## src/rtl/axi_store_slave_if.sv

```systemverilog
// axi_store_slave_if: AXI3 write-channel bundle between the store bus arbiter and the store slave.
interface axi_store_slave_if;
  logic [3:0]  awid;
  logic [31:0] awaddr;
  logic [3:0]  awlen;
  logic [2:0]  awsize;
  logic [1:0]  awburst;
  logic [1:0]  awlock;
  logic [3:0]  awcache;
  logic [2:0]  awprot;
  logic        awvalid;
  logic        awready;
  logic [3:0]  wid;
  logic [31:0] wdata;
  logic [3:0]  wstrb;
  logic        wlast;
  logic        wvalid;
  logic        wready;
  logic [3:0]  bid;
  logic [1:0]  bresp;
  logic        bvalid;
  logic        bready;
  modport master (
    output awid, awaddr, awlen, awsize, awburst, awlock, awcache, awprot, awvalid,
    output wid, wdata, wstrb, wlast, wvalid, bready,
    input  awready, wready, bid, bresp, bvalid
  );
  modport slave (
    input  awid, awaddr, awlen, awsize, awburst, awlock, awcache, awprot, awvalid,
    input  wid, wdata, wstrb, wlast, wvalid, bready,
    output awready, wready, bid, bresp, bvalid
  );
endinterface

```

## src/rtl/axi_store_slave.sv

```systemverilog
// axi_store_slave: single-outstanding AXI3 write responder committing beats to a word-addressed RAM port.
module axi_store_slave #(
  parameter int MEM_AW = 10
) (
  input  logic              clk,
  input  logic              rst,
  axi_store_slave_if.slave  bus,
  output logic [3:0]        mem_wen,
  output logic [MEM_AW-1:0] mem_addr,
  output logic [31:0]       mem_wdata
);
  typedef enum logic [1:0] {IDLE, DATA, RESP} state_t;
  state_t state_q, state_d;
  logic awready_q, awready_d, wready_q, wready_d, bvalid_q, bvalid_d;
  logic [3:0] bid_q, bid_d, mem_wen_q, mem_wen_d, id_q, id_d, len_q, len_d, cnt_q, cnt_d;
  logic [1:0] bresp_q, bresp_d, burst_q, burst_d;
  logic [MEM_AW-1:0] mem_addr_q, mem_addr_d, addr_q, addr_d, mask, addr_nxt;
  logic [31:0] mem_wdata_q, mem_wdata_d;
  logic err_q, err_d, awerr_q, awerr_d;
  logic aw_hs, w_hs, b_hs, last, beat_err, aw_bad;
  logic unused_ok;
  assign unused_ok = ^{bus.awaddr[31:MEM_AW+2], bus.awaddr[1:0], bus.awlock, bus.awcache, bus.awprot};
  always_comb begin
    aw_hs = bus.awvalid & awready_q;
    w_hs = bus.wvalid & wready_q;
    b_hs = bus.bready & bvalid_q;
    last = cnt_q == len_q;
    beat_err = (bus.wid != id_q) | (bus.wlast != last);
    aw_bad = (bus.awsize != 3'b010) | (bus.awburst == 2'b11) |
             ((bus.awburst == 2'b10) & !(bus.awlen inside {4'd1, 4'd3, 4'd7, 4'd15}));
    // WRAP lengths are 2^n-1, so awlen itself is the mask of the wrapping low bits
    mask = MEM_AW'(len_q);
    addr_nxt = burst_q == 2'b00 ? addr_q :
               burst_q == 2'b10 ? (addr_q & ~mask) | ((addr_q + 1'b1) & mask) : addr_q + 1'b1;
    state_d = state_q;
    id_d = id_q;
    addr_d = addr_q;
    len_d = len_q;
    burst_d = burst_q;
    cnt_d = cnt_q;
    err_d = err_q;
    awerr_d = awerr_q;
    bid_d = bid_q;
    bresp_d = bresp_q;
    mem_wen_d = '0;
    mem_addr_d = mem_addr_q;
    mem_wdata_d = mem_wdata_q;
    if (aw_hs) begin
      state_d = DATA;
      id_d = bus.awid;
      addr_d = bus.awaddr[MEM_AW+1:2];
      len_d = bus.awlen;
      burst_d = bus.awburst;
      cnt_d = '0;
      err_d = aw_bad;
      awerr_d = aw_bad;
    end
    if (w_hs) begin
      mem_wen_d = awerr_q ? 4'h0 : bus.wstrb;
      mem_addr_d = addr_q;
      mem_wdata_d = bus.wdata;
      addr_d = addr_nxt;
      cnt_d = cnt_q + 4'd1;
      err_d = err_q | beat_err;
      if (last) begin
        state_d = RESP;
        bid_d = id_q;
        bresp_d = (err_q | beat_err) ? 2'b10 : 2'b00;
      end
    end
    if (b_hs) state_d = IDLE;
    awready_d = state_d == IDLE;
    wready_d = state_d == DATA;
    bvalid_d = state_d == RESP;
  end
  always_ff @(posedge clk) begin
    if (rst) begin
      state_q <= IDLE;
      awready_q <= 1'b0;
      wready_q <= 1'b0;
      bvalid_q <= 1'b0;
      bid_q <= '0;
      bresp_q <= '0;
      mem_wen_q <= '0;
      mem_addr_q <= '0;
      mem_wdata_q <= '0;
      id_q <= '0;
      addr_q <= '0;
      len_q <= '0;
      burst_q <= '0;
      cnt_q <= '0;
      err_q <= 1'b0;
      awerr_q <= 1'b0;
    end else begin
      state_q <= state_d;
      awready_q <= awready_d;
      wready_q <= wready_d;
      bvalid_q <= bvalid_d;
      bid_q <= bid_d;
      bresp_q <= bresp_d;
      mem_wen_q <= mem_wen_d;
      mem_addr_q <= mem_addr_d;
      mem_wdata_q <= mem_wdata_d;
      id_q <= id_d;
      addr_q <= addr_d;
      len_q <= len_d;
      burst_q <= burst_d;
      cnt_q <= cnt_d;
      err_q <= err_d;
      awerr_q <= awerr_d;
    end
  end
  assign bus.awready = awready_q;
  assign bus.wready = wready_q;
  assign bus.bvalid = bvalid_q;
  assign bus.bid = bid_q;
  assign bus.bresp = bresp_q;
  assign mem_wen = mem_wen_q;
  assign mem_addr = mem_addr_q;
  assign mem_wdata = mem_wdata_q;
endmodule

```

## src/flat_wrapper.sv

```systemverilog
// flat-port wrapper written by rule: the top's interface ports become plain ports
module axi_store_slave_flat 
#(
  parameter int MEM_AW = 10
)
  (clk, rst, mem_wen, mem_addr, mem_wdata, bus_awid, bus_awaddr, bus_awlen, bus_awsize, bus_awburst, bus_awlock, bus_awcache, bus_awprot, bus_awvalid, bus_wid, bus_wdata, bus_wstrb, bus_wlast, bus_wvalid, bus_bready, bus_awready, bus_wready, bus_bid, bus_bresp, bus_bvalid);
  axi_store_slave_if bus_i ();
  input  logic clk;
  input  logic rst;
  output logic [3:0] mem_wen;
  output logic [MEM_AW-1:0] mem_addr;
  output logic [31:0] mem_wdata;
  input wire logic [$bits(bus_i.awid)-1:0] bus_awid;
  input wire logic [$bits(bus_i.awaddr)-1:0] bus_awaddr;
  input wire logic [$bits(bus_i.awlen)-1:0] bus_awlen;
  input wire logic [$bits(bus_i.awsize)-1:0] bus_awsize;
  input wire logic [$bits(bus_i.awburst)-1:0] bus_awburst;
  input wire logic [$bits(bus_i.awlock)-1:0] bus_awlock;
  input wire logic [$bits(bus_i.awcache)-1:0] bus_awcache;
  input wire logic [$bits(bus_i.awprot)-1:0] bus_awprot;
  input wire logic [$bits(bus_i.awvalid)-1:0] bus_awvalid;
  input wire logic [$bits(bus_i.wid)-1:0] bus_wid;
  input wire logic [$bits(bus_i.wdata)-1:0] bus_wdata;
  input wire logic [$bits(bus_i.wstrb)-1:0] bus_wstrb;
  input wire logic [$bits(bus_i.wlast)-1:0] bus_wlast;
  input wire logic [$bits(bus_i.wvalid)-1:0] bus_wvalid;
  input wire logic [$bits(bus_i.bready)-1:0] bus_bready;
  output wire logic [$bits(bus_i.awready)-1:0] bus_awready;
  output wire logic [$bits(bus_i.wready)-1:0] bus_wready;
  output wire logic [$bits(bus_i.bid)-1:0] bus_bid;
  output wire logic [$bits(bus_i.bresp)-1:0] bus_bresp;
  output wire logic [$bits(bus_i.bvalid)-1:0] bus_bvalid;
  assign bus_i.awid = bus_awid;
  assign bus_i.awaddr = bus_awaddr;
  assign bus_i.awlen = bus_awlen;
  assign bus_i.awsize = bus_awsize;
  assign bus_i.awburst = bus_awburst;
  assign bus_i.awlock = bus_awlock;
  assign bus_i.awcache = bus_awcache;
  assign bus_i.awprot = bus_awprot;
  assign bus_i.awvalid = bus_awvalid;
  assign bus_i.wid = bus_wid;
  assign bus_i.wdata = bus_wdata;
  assign bus_i.wstrb = bus_wstrb;
  assign bus_i.wlast = bus_wlast;
  assign bus_i.wvalid = bus_wvalid;
  assign bus_i.bready = bus_bready;
  assign bus_awready = bus_i.awready;
  assign bus_wready = bus_i.wready;
  assign bus_bid = bus_i.bid;
  assign bus_bresp = bus_i.bresp;
  assign bus_bvalid = bus_i.bvalid;
  axi_store_slave #(.MEM_AW(MEM_AW)) u_core (.clk(clk), .rst(rst), .bus(bus_i), .mem_wen(mem_wen), .mem_addr(mem_addr), .mem_wdata(mem_wdata));
endmodule
```

## config.mk

```make
export PLATFORM = sky130hd
export DESIGN_NAME = axi_store_slave_flat
export DESIGN_NICKNAME = d
export VERILOG_FILES = /design/src/rtl/axi_store_slave_if.sv /design/src/rtl/axi_store_slave.sv /design/src/flat_wrapper.sv
export SDC_FILE = /design/constraint.sdc
export NUM_CORES = 1
export LEC_CHECK = 0
export BUFFER_PORTS_ARGS = -buffer_cell sky130_fd_sc_hd__buf_2
export CAP_MARGIN = 5
export CORE_UTILIZATION = 48
export CTS_BUF_LIST = sky130_fd_sc_hd__clkbuf_8
export DETAILED_ROUTE_END_ITERATION = 6
export GPL_TIMING_DRIVEN = 0
export PLACE_DENSITY = 0.92
export SKIP_CTS_REPAIR_TIMING = 1
export SLEW_MARGIN = 20
export SYNTH_ARGS = -nofsm -noshare
export SYNTH_HDL_FRONTEND = slang
export SYNTH_SLANG_ARGS = --single-unit
export TNS_END_PERCENT = 1
```

## constraint.sdc

```tcl
create_clock -name clk -period 1.8 [get_ports clk]
set_input_delay 0.36 -clock clk [delete_from_list [all_inputs] [get_ports clk]]
set_output_delay 0.36 -clock clk [all_outputs]
set_load 0.02 [all_outputs]
```

==> results of run 1 <==
==> metrics by stage <==
stage | cells | worst slack [ps]
after global placement | 608 | 117
final | 625 | 151
after global routing | 625 | 8.14
after floorplan | 409 | 350
after CTS | 624 | 121
after detailed placement | 608 | 79.4
==> state kept, by name (all words and copies together) (netlist names), 2 cells and up, named ones only <==
register and cells:
u_core.addr_q 7, u_core.mem_addr 10, u_core.id_q 4, u_core.len_q 4, u_core.cnt_q 4, u_core.burst_q 2
u_core.state_q 2, u_core.mem_wen 4, u_core.mem_wdata 32, u_core.bus.bid 4
==> metal layers <==
layer | global-route usage, % | wire length [µm] | vias to the layer above
met3 | 5.51 | 495 | 14
met1 | 28.6 | 3560 | 1543
li1 | - | - | 1638
met5 | 0 | 0 | -
met4 | 9.55 | 139 | 0
met2 | 43.4 | 4310 | 111
==> layout by cell type (no fill, tap or decap), types with 5 or more instances in the layout <==
| cell | count |
|---|---|
| buf_2 | 127 |
| nand2_1 | 118 |
| dfxtp_1 | 82 |
| a21oi_1 | 65 |
| nor2_1 | 20 |
| o21ai_0 | 14 |
| clkbuf_1 | 13 |
| clkbuf_8 | 10 |
| nor3_1 | 8 |
| and2_1 | 7 |
| xor2_1 | 7 |
| inv_1 | 6 |
| nand3_1 | 6 |
| xnor2_1 | 6 |
| mux2i_1 | 6 |
| buf_1 | 5 |
==> worst reg2reg max path, stage by stage, from the launching register on <==
cell and delay, ps:
dfxtp_1 350, xor2_1 180, nor4_2 330, and2_1 200, buf_6 160, mux2i_1 230
nor2_1 60
==> layout make-up <==
class / count / area share [%]
buffer: 25 / 2.62
tap: 77 / 2.27
clock inverter: 6 / 2.68
inverter: 6 / 0.530
clock buffer: 10 / 3.24
multi-input combinational: 296 / 35.5
timing repair buffer: 123 / 14.5
sequential: 82 / 38.6
==> power groups by stage <==
stage / clock (µW) / combinational, µW / sequential [µW]
6_report: 1630 / 525 / 1960
5_1_grt: 1730 / 583 / 1970
4_1_cts: 1640 / 518 / 1960
3_5_place_dp: 0 / 515 / 2000
3_3_place_gp: 0 / 500 / 2000
2_1_floorplan: 0 / 277 / 2040
==> how the worst max path moves through the flow <==
stage	end	slack [ps]
final	u_core.bus.bid[3]$_SDFFE_PP0P_	150
after detailed placement	u_core.addr_q[7]$_SDFFE_PP0P_	80
after global placement	u_core.addr_q[7]$_SDFFE_PP0P_	120
after CTS	u_core.bus.bid[3]$_SDFFE_PP0P_	120
after global routing	u_core.mem_wdata[10]$_SDFFE_PP0P_	8
after floorplan	u_core.bus.bid[0]$_SDFFE_PP0P_	350
==> kinds of logic after synthesis <==
| logic type | share of synthesized area [%] |
|---|---|
| xor+xnor | 3.47 |
| flops | 50.0 |
| fa+ha+maj | 0.762 |
| buf+inv | 4.08 |
| simple gates | 22.4 |
| other cells | 0.114 |
| mux | 1.83 |
| compound gates | 17.3 |
==> flow_summary.ini, run 1 <==
[status]
outcome = finished with violations
violations = design-rule violations

[clock_network]
cts_sinks = 82
clk_latency_ps = 350
cts.clk_slew.worst_paths_ps = 80
cts_tree = yes
htree_levels = 3
cts_made_buffers = 9
clockRootBuffer = clkbuf_8
clockBufferDepth = 2

[routing]
via_per_inst = 5.29
routed_wl_mm = 8.50
ant_nets = 0
dr.first_iter.drc_count = 143
first_pass_iters = 7
vias = 3306
remaining_drc_errors = 7
wire_per_inst_um = 13.6

[sta]
setup_violations = 0
tightest_slew_ps = 613
slew_headroom_pct = 59.1
max_freq_mhz = 606
whs_ps = 210
layout_worst_path_cycle_share_pct = 91.6
period_needed_ps = 1650
final-max-slew-violation-count = 0
tns_ps = 0
finClkSkew_ps = 9.48
finalHoldViolCount = 0
rsz0062_at_grt = no

[final_layout]
postLayoutCoreUtil_pct = 65.8
final_net_count = 645
drive_gt1_share_pct = 27.4
syn_to_final_growth_pct = 29.4
multi_input_comb_area_um2 = 1510
diodes = 0
stdcell_area_um2 = 4250
seq_area_um2 = 1640
fill_cells = 571

[yosys]
yosysMostFrequentCell = nand2_1
yosysSeqAreaShare_pct = 50.0
synth_edf_count = 0
avgSynthCellArea_um2 = 8.03
synthTopCellsByCount = nand2_1, dfxtp_1, a21oi_1, nor2_1, o21ai_0
yosys.cell_types.count = 45
netlist_instances = 409
async_flop_share_pct = 0
synthFlopType = dfxtp_1
synth_area_leader_cell = dfxtp_1
ys_seq_elements = 82
netlist_area_um2 = 3280
synthesis.nets = 511
yosys-top-cells-area = dfxtp_1, nand2_1, a21oi_1, nor2_1, o21ai_0
yosys.area.top_type_share_pct = 50.0
ys_warn_count = 0

[floorplanning]
ios = 155
die_w_um = 84.7
die_y_um = 84.7
core_region_area_um2 = 6460
initial_utilization_pct = 50.8
dieArea_um2 = 7170
fp-row-count = 29

[placed_design]
postPlaceCellArea_um2 = 3990
port-buffer-count = 122
gp_routability_congestion = 0.905
dpl.hpwl_mm = 6.36

[power_and_ir_drop]
p_seq_share_pct = 47.7
finalPower_uw = 4110
peakVddDrop_mv = 0.589
power.internal_uw = 3070
p_leak_uw = 0.00186
p_comb_share_pct = 12.8
power.share.switching_pct = 25.4
power.share.clock_pct = 39.5
power_density_nw_per_um2 = 968
switching_power_uw = 1040

[critical_path]
path_cells = xor2_1 -> nor4_2 -> and2_1 -> buf_6 -> mux2i_1 -> nor2_1
cpLargestDelayFamily = simple AND/OR/NAND/NOR gates
rr_endpoint = u_core.bus.bid[3]$_SDFFE_PP0P_
cp-end-kind = flop
path_buf_inv = 1
required_ps = 2020
crit_start = u_core.len_q[1]$_SDFFE_PP0P_
cp.depth = 6
cpPeakStageDelay_ps = 350
reg2reg_slack_ps = 150
start_kind = flop
r2r-start = u_core.len_q[1]$_SDFFE_PP0P_
crit_fanout = 10
crit_slowest_cell = dfxtp_1
reg2regPathDepth = 6
timing_worst_setup_path_type = reg -> reg
worstPathArrival_ps = 1870

[hold_path]
hold_path_class = in -> reg
min-delay-start = bus_wstrb[2]
holdPathEnd = u_core.mem_wen[2]$_SDFF_PP0_
hold_depth = 2

[grt]
grt_usage_pct = 24.4
grt_pass1_vias = 3135
grt_max_degree = 15
grt_pass1_wl_mm = 13.9
antenna_found_initial = 0
grt.overflow.total = 0

[job]
maxCapViolCount = 0
(Power assumes the default switching activity.)
==> inputs of run 2 (changes only) <==
- BUFFER_PORTS_ARGS: -buffer_cell sky130_fd_sc_hd__buf_2 -> not set
- CORE_UTILIZATION: 48 -> 50
- DONT_BUFFER_PORTS: not set -> 1
- PLACE_DENSITY: 0.92 -> 0.75
==> run 2 against run 1 <==
  * The run now ends clean
  * Combinational power decreased by 32%
  * Non-clock buffer count decreased by 123
  * Global-route usage decreased by 1.5 points
  * Maximum frequency decreased by 0.24%
  * Final area decreased by 16%
==> flow_summary.ini, run 2 (synthesis results as in run 1) <==
[status]
outcome = finished, final reports clean

[sta]
whs_ps = 109
tns_ps = 0
setup_violations = 0
period_needed_ps = 1650
max_freq_mhz = 605
slew_headroom_pct = 59.3
rsz0062_at_grt = no
finalHoldViolCount = 0
layout_worst_path_cycle_share_pct = 91.8
finClkSkew_ps = 11.9
tightest_slew_ps = 611
final-max-slew-violation-count = 0

[job]
maxCapViolCount = 0

[floorplanning]
ios = 155
dieArea_um2 = 6890
core_region_area_um2 = 6350
die_w_um = 83.0
fp-row-count = 29
initial_utilization_pct = 51.7
die_y_um = 83.0

[placed_design]
port-buffer-count = 0
dpl.hpwl_mm = 5.71
place_inst = 486
gp_routability_congestion = 0.899

[power_and_ir_drop]
power_density_nw_per_um2 = 1030
p_seq_share_pct = 54.7
finalPower_uw = 3680
switching_power_uw = 1010
p_comb_share_pct = 9.7
p_leak_uw = 0.00127
power.share.switching_pct = 27.5
power.internal_uw = 2670
power.share.clock_pct = 35.6
peakVddDrop_mv = 0.468

[critical_path]
crit_start = u_core.addr_q[0]$_SDFFE_PP0P_
r2r-start = u_core.addr_q[0]$_SDFFE_PP0P_
crit_slowest_cell = dfxtp_1
timing_worst_setup_path_type = reg -> reg
cpLargestDelayFamily = flip-flops
cpPeakStageDelay_ps = 450
path_cells = ha_1 -> nand4_1 -> nor2_1 -> xnor2_1 -> a221oi_1 -> a211oi_1
crit_fanout = 6
cp-end-kind = flop
required_ps = 2010
worstPathArrival_ps = 1870
path_buf_inv = 0
start_kind = flop

[grt]
busiest_layer = met2
grt_pass1_vias = 2575
grtUsageMet2_pct = 38.1
grtUsageMet3_pct = 3.58
antenna_found_initial = 0
grt_pass1_wl_mm = 12.6
grt_usage_pct = 22.9
grt_use_met1_pct = 29.6
grt_max_degree = 15
grt.overflow.total = 0

[final_layout]
postLayoutCoreUtil_pct = 56.4
stdcell_count = 502
drive_gt1_share_pct = 7.06
diodes = 0
mostFrequentLayoutCell = nand2_1
most-common-layout-cells = nand2_1, dfxtp_1, a21oi_1, nor2_1, o21ai_0
final_net_count = 522
syn_to_final_growth_pct = 9.11
largest_reg_flops = 32
fill_cells = 604

[routing]
via_per_inst = 5.61
first_pass_iters = 4
ant_nets = 0
wire_per_inst_um = 15.6
dr.first_iter.drc_count = 110
vias = 2817
routed_wl_mm = 7.85
remaining_drc_errors = 0

[clock_network]
htree_levels = 3
clk_latency_ps = 350
cts_tree = yes
clockBufferDepth = 2
clockRootBuffer = clkbuf_8
cts.clk_slew.worst_paths_ps = 90
cts_sinks = 82
cts_made_buffers = 9

[hold_path]
min-delay-start = bus_wlast
hold_path_class = in -> reg
-- run 2: cell types whose count changed in the layout (fill, tap and decap cells not counted), moves of 2 or more --
cell	change
dfxtp_2	+2
bufinv_16	-2
buf_2	-122
dfxtp_1	-2
-- run 2: worst paths after layout --
path	endpoint	slack [ps]	cells after the start
max	u_core.addr_q[8]$_SDFFE_PP0P_	150	6
min	u_core.bus.bresp[1]$_SDFFE_PP0P_	110	1
max reg2reg	u_core.addr_q[8]$_SDFFE_PP0P_	150	6
min reg2reg	u_core.mem_addr[8]$_SDFFE_PP0P_	460	2
-- run 2: power by group through the flow --
stage / Combinational [µW] / Clock, µW / Sequential (µW)
finish: 355 / 1310 / 2020
global route: 406 / 1420 / 2030
CTS: 353 / 1340 / 2010
detailed placement: 352 / 0 / 2060
global placement: 339 / 0 / 2050
floorplan: 277 / 0 / 2040
-- run 2: through the flow --
stage | setup WS [ps] | area [µm²]
finish | 147 | 3580
global route | 17.3 | 3580
floorplan | 350 | 3280
detailed placement | 62.7 | 3380
global placement | 130 | 3380
CTS | 65.2 | 3570
-- run 2: layout make-up --
cell class | instances | area, µm² | share of cell area, %
buffer | 25 | 113 | 3.14
clock buffer | 9 | 124 | 3.46
clock inverter | 7 | 71.3 | 1.99
inverter | 6 | 22.5 | 0.629
multi-input combinational | 296 | 1510 | 42.2
sequential | 82 | 1640 | 45.9
tap | 77 | 96.3 | 2.69
-- run 2: worst register-to-register path, delay by kind of cell, from the launching register on --
kind                     cells  cell delay (ps)
AO/OA/AOI/OAI                2              370
XOR/XNOR                     1               80
adder cells (fa/ha/maj)      1              260
flip-flops                   1              450
AND/OR/NAND/NOR              2              380
-- run 2: routing by layer --
layer	vias up	routed length, µm
li1	1394	-
met3	10	382
met5	-	0
met2	85	3790
met1	1328	3550
met4	0	127
==> inputs of run 3 (changes only) <==
- BUFFER_PORTS_ARGS: not set -> -buffer_cell sky130_fd_sc_hd__buf_2
- CORE_UTILIZATION: 50 -> 43
- DONT_BUFFER_PORTS: 1 -> not set
- PLACE_DENSITY: 0.75 -> 0.88
- clock period: 1.8 -> 1.5 ns (I/O delays scaled with it)
==> run 3 against run 2 <==
  * The run now ends with negative setup slack left
  * Worst setup slack got worse by 260 ps
  * Clock power rose by 9.9%
  * Non-clock buffer count grew 124
  * Worst hold slack better by 39 ps
  * Highest routed layer unchanged
  * Sequential power is 17% higher
  * Clock skew down 1.2 ps
  * Largest cell class unchanged
==> flow_summary.ini, run 3 (synthesis results as in run 1) <==
[routing]
dr.first_iter.drc_count = 161
ant_nets = 0
wire_per_inst_um = 13.5
first_pass_iters = 4
via_per_inst = 5.07
vias = 3286
routed_wl_mm = 8.73
remaining_drc_errors = 0

[final_layout]
seq_area_um2 = 1660
syn_to_final_growth_pct = 30.3
diodes = 0
postLayoutCoreUtil_pct = 58.4
drive_gt1_share_pct = 31.9
mostFrequentLayoutCell = buf_2
largest_reg_flops = 32
final_net_count = 646
most-common-layout-cells = buf_2, nand2_1, dfxtp_1, a21oi_1, nor2_1
fill_cells = 684
stdcell_area_um2 = 4280
multi_input_comb_area_um2 = 1540

[sta]
tightest_slew_ps = 610
slew_headroom_pct = 59.3
finClkSkew_ps = 10.7
layout_worst_path_cycle_share_pct = 107
setup_violations = 7
final-max-slew-violation-count = 0
rsz0062_at_grt = yes
setup_ws_ps = -110
period_needed_ps = 1610
finalHoldViolCount = 0
max_freq_mhz = 621

[floorplanning]
die_w_um = 89.4
fp-row-count = 31
core_region_area_um2 = 7330
initial_utilization_pct = 44.8
die_y_um = 89.4
dieArea_um2 = 7990
ios = 155

[clock_network]
clk_latency_ps = 350
clockRootBuffer = clkbuf_8
cts_made_buffers = 9
cts_sinks = 82
cts.clk_slew.worst_paths_ps = 90
clockBufferDepth = 2
htree_levels = 3
cts_tree = yes

[placed_design]
dpl.hpwl_mm = 6.44
postPlaceCellArea_um2 = 4020
port-buffer-count = 122
gp_routability_congestion = 0.820

[power_and_ir_drop]
p_leak_uw = 0.00185
peakVddDrop_mv = 0.522
power_density_nw_per_um2 = 1040

[critical_path]
path_cells = ha_2 -> nand4_1 -> nor2_2 -> xnor2_1 -> a221oi_1 -> a211oi_1
cpPeakStageDelay_ps = 380
cp-end-kind = flop
worstPathArrival_ps = 1820
path_buf_inv = 0
crit_start = u_core.addr_q[0]$_SDFFE_PP0P_
crit_fanout = 6
r2r-start = u_core.addr_q[0]$_SDFFE_PP0P_
timing_worst_setup_path_type = reg -> reg
required_ps = 1710
crit_slowest_cell = dfxtp_4
cpLargestDelayFamily = simple AND/OR/NAND/NOR gates
start_kind = flop

[hold_path]
hold_path_class = in -> reg
min-delay-start = bus_wstrb[1]

[job]
maxCapViolCount = 0

[grt]
grt_pass1_vias = 2963
antenna_found_initial = 0
grt_max_degree = 16
grt_usage_pct = 22.1
grt_pass1_wl_mm = 13.4
grt.overflow.total = 0

[status]
violations = negative setup slack
outcome = finished with violations
-- run 3: cell type report --
cell class	instances	share of cell area (%)
sequential	82	38.8
multi-input combinational	296	36.1
timing repair buffer	124	14.6
buffer	25	2.98
clock buffer	9	2.90
tap	99	2.90
clock inverter	7	1.20
inverter	6	0.526
-- run 3: path summary, 6_finish.rpt --
path                                       end  slack (ps)  depth (start not counted)
min               u_core.mem_wen[1]$_SDFF_PP0_         150                          2
max              u_core.addr_q[8]$_SDFFE_PP0P_        -110                          6
min reg2reg  u_core.mem_wdata[21]$_SDFFE_PP0P_         450                          2
max reg2reg      u_core.addr_q[8]$_SDFFE_PP0P_        -110                          6
-- run 3: per-stage QoR --
stage | setup TNS, ps | total power [µW] | hold WS, ps | setup slack (ps) | std cells
5_1_grt | -1710 | 4690 | 148 | -179 | 648
3_5_place_dp | -5230 | 3030 | 444 | -268 | 630
2_1_floorplan | 0 | 2780 | 412 | 50.2 | 409
3_3_place_gp | -3330 | 3000 | 437 | -173 | 630
6_report | -481 | 4460 | 148 | -110 | 648
4_1_cts | -2950 | 4460 | 142 | -179 | 646
-- run 3: layer usage --
layer  part of all wire [%]  vias to the layer above  track usage (%)  wire length, µm
met1                     43                     1508             26.4             3780
met5                      0                        -                0                0
li1                       -                     1646                -                -
met3                    5.4                       19             5.91              469
met2                     50                      113             38.2             4340
met4                    1.6                        0             8.08              143
-- run 3: power breakdown --
| group | switching [µW] | total (µW) | internal, µW |
|---|---|---|---|
| clock network | 835 | 1440 | 609 |
| logic | 387 | 655 | 268 |
| registers | 79.9 | 2360 | 2280 |
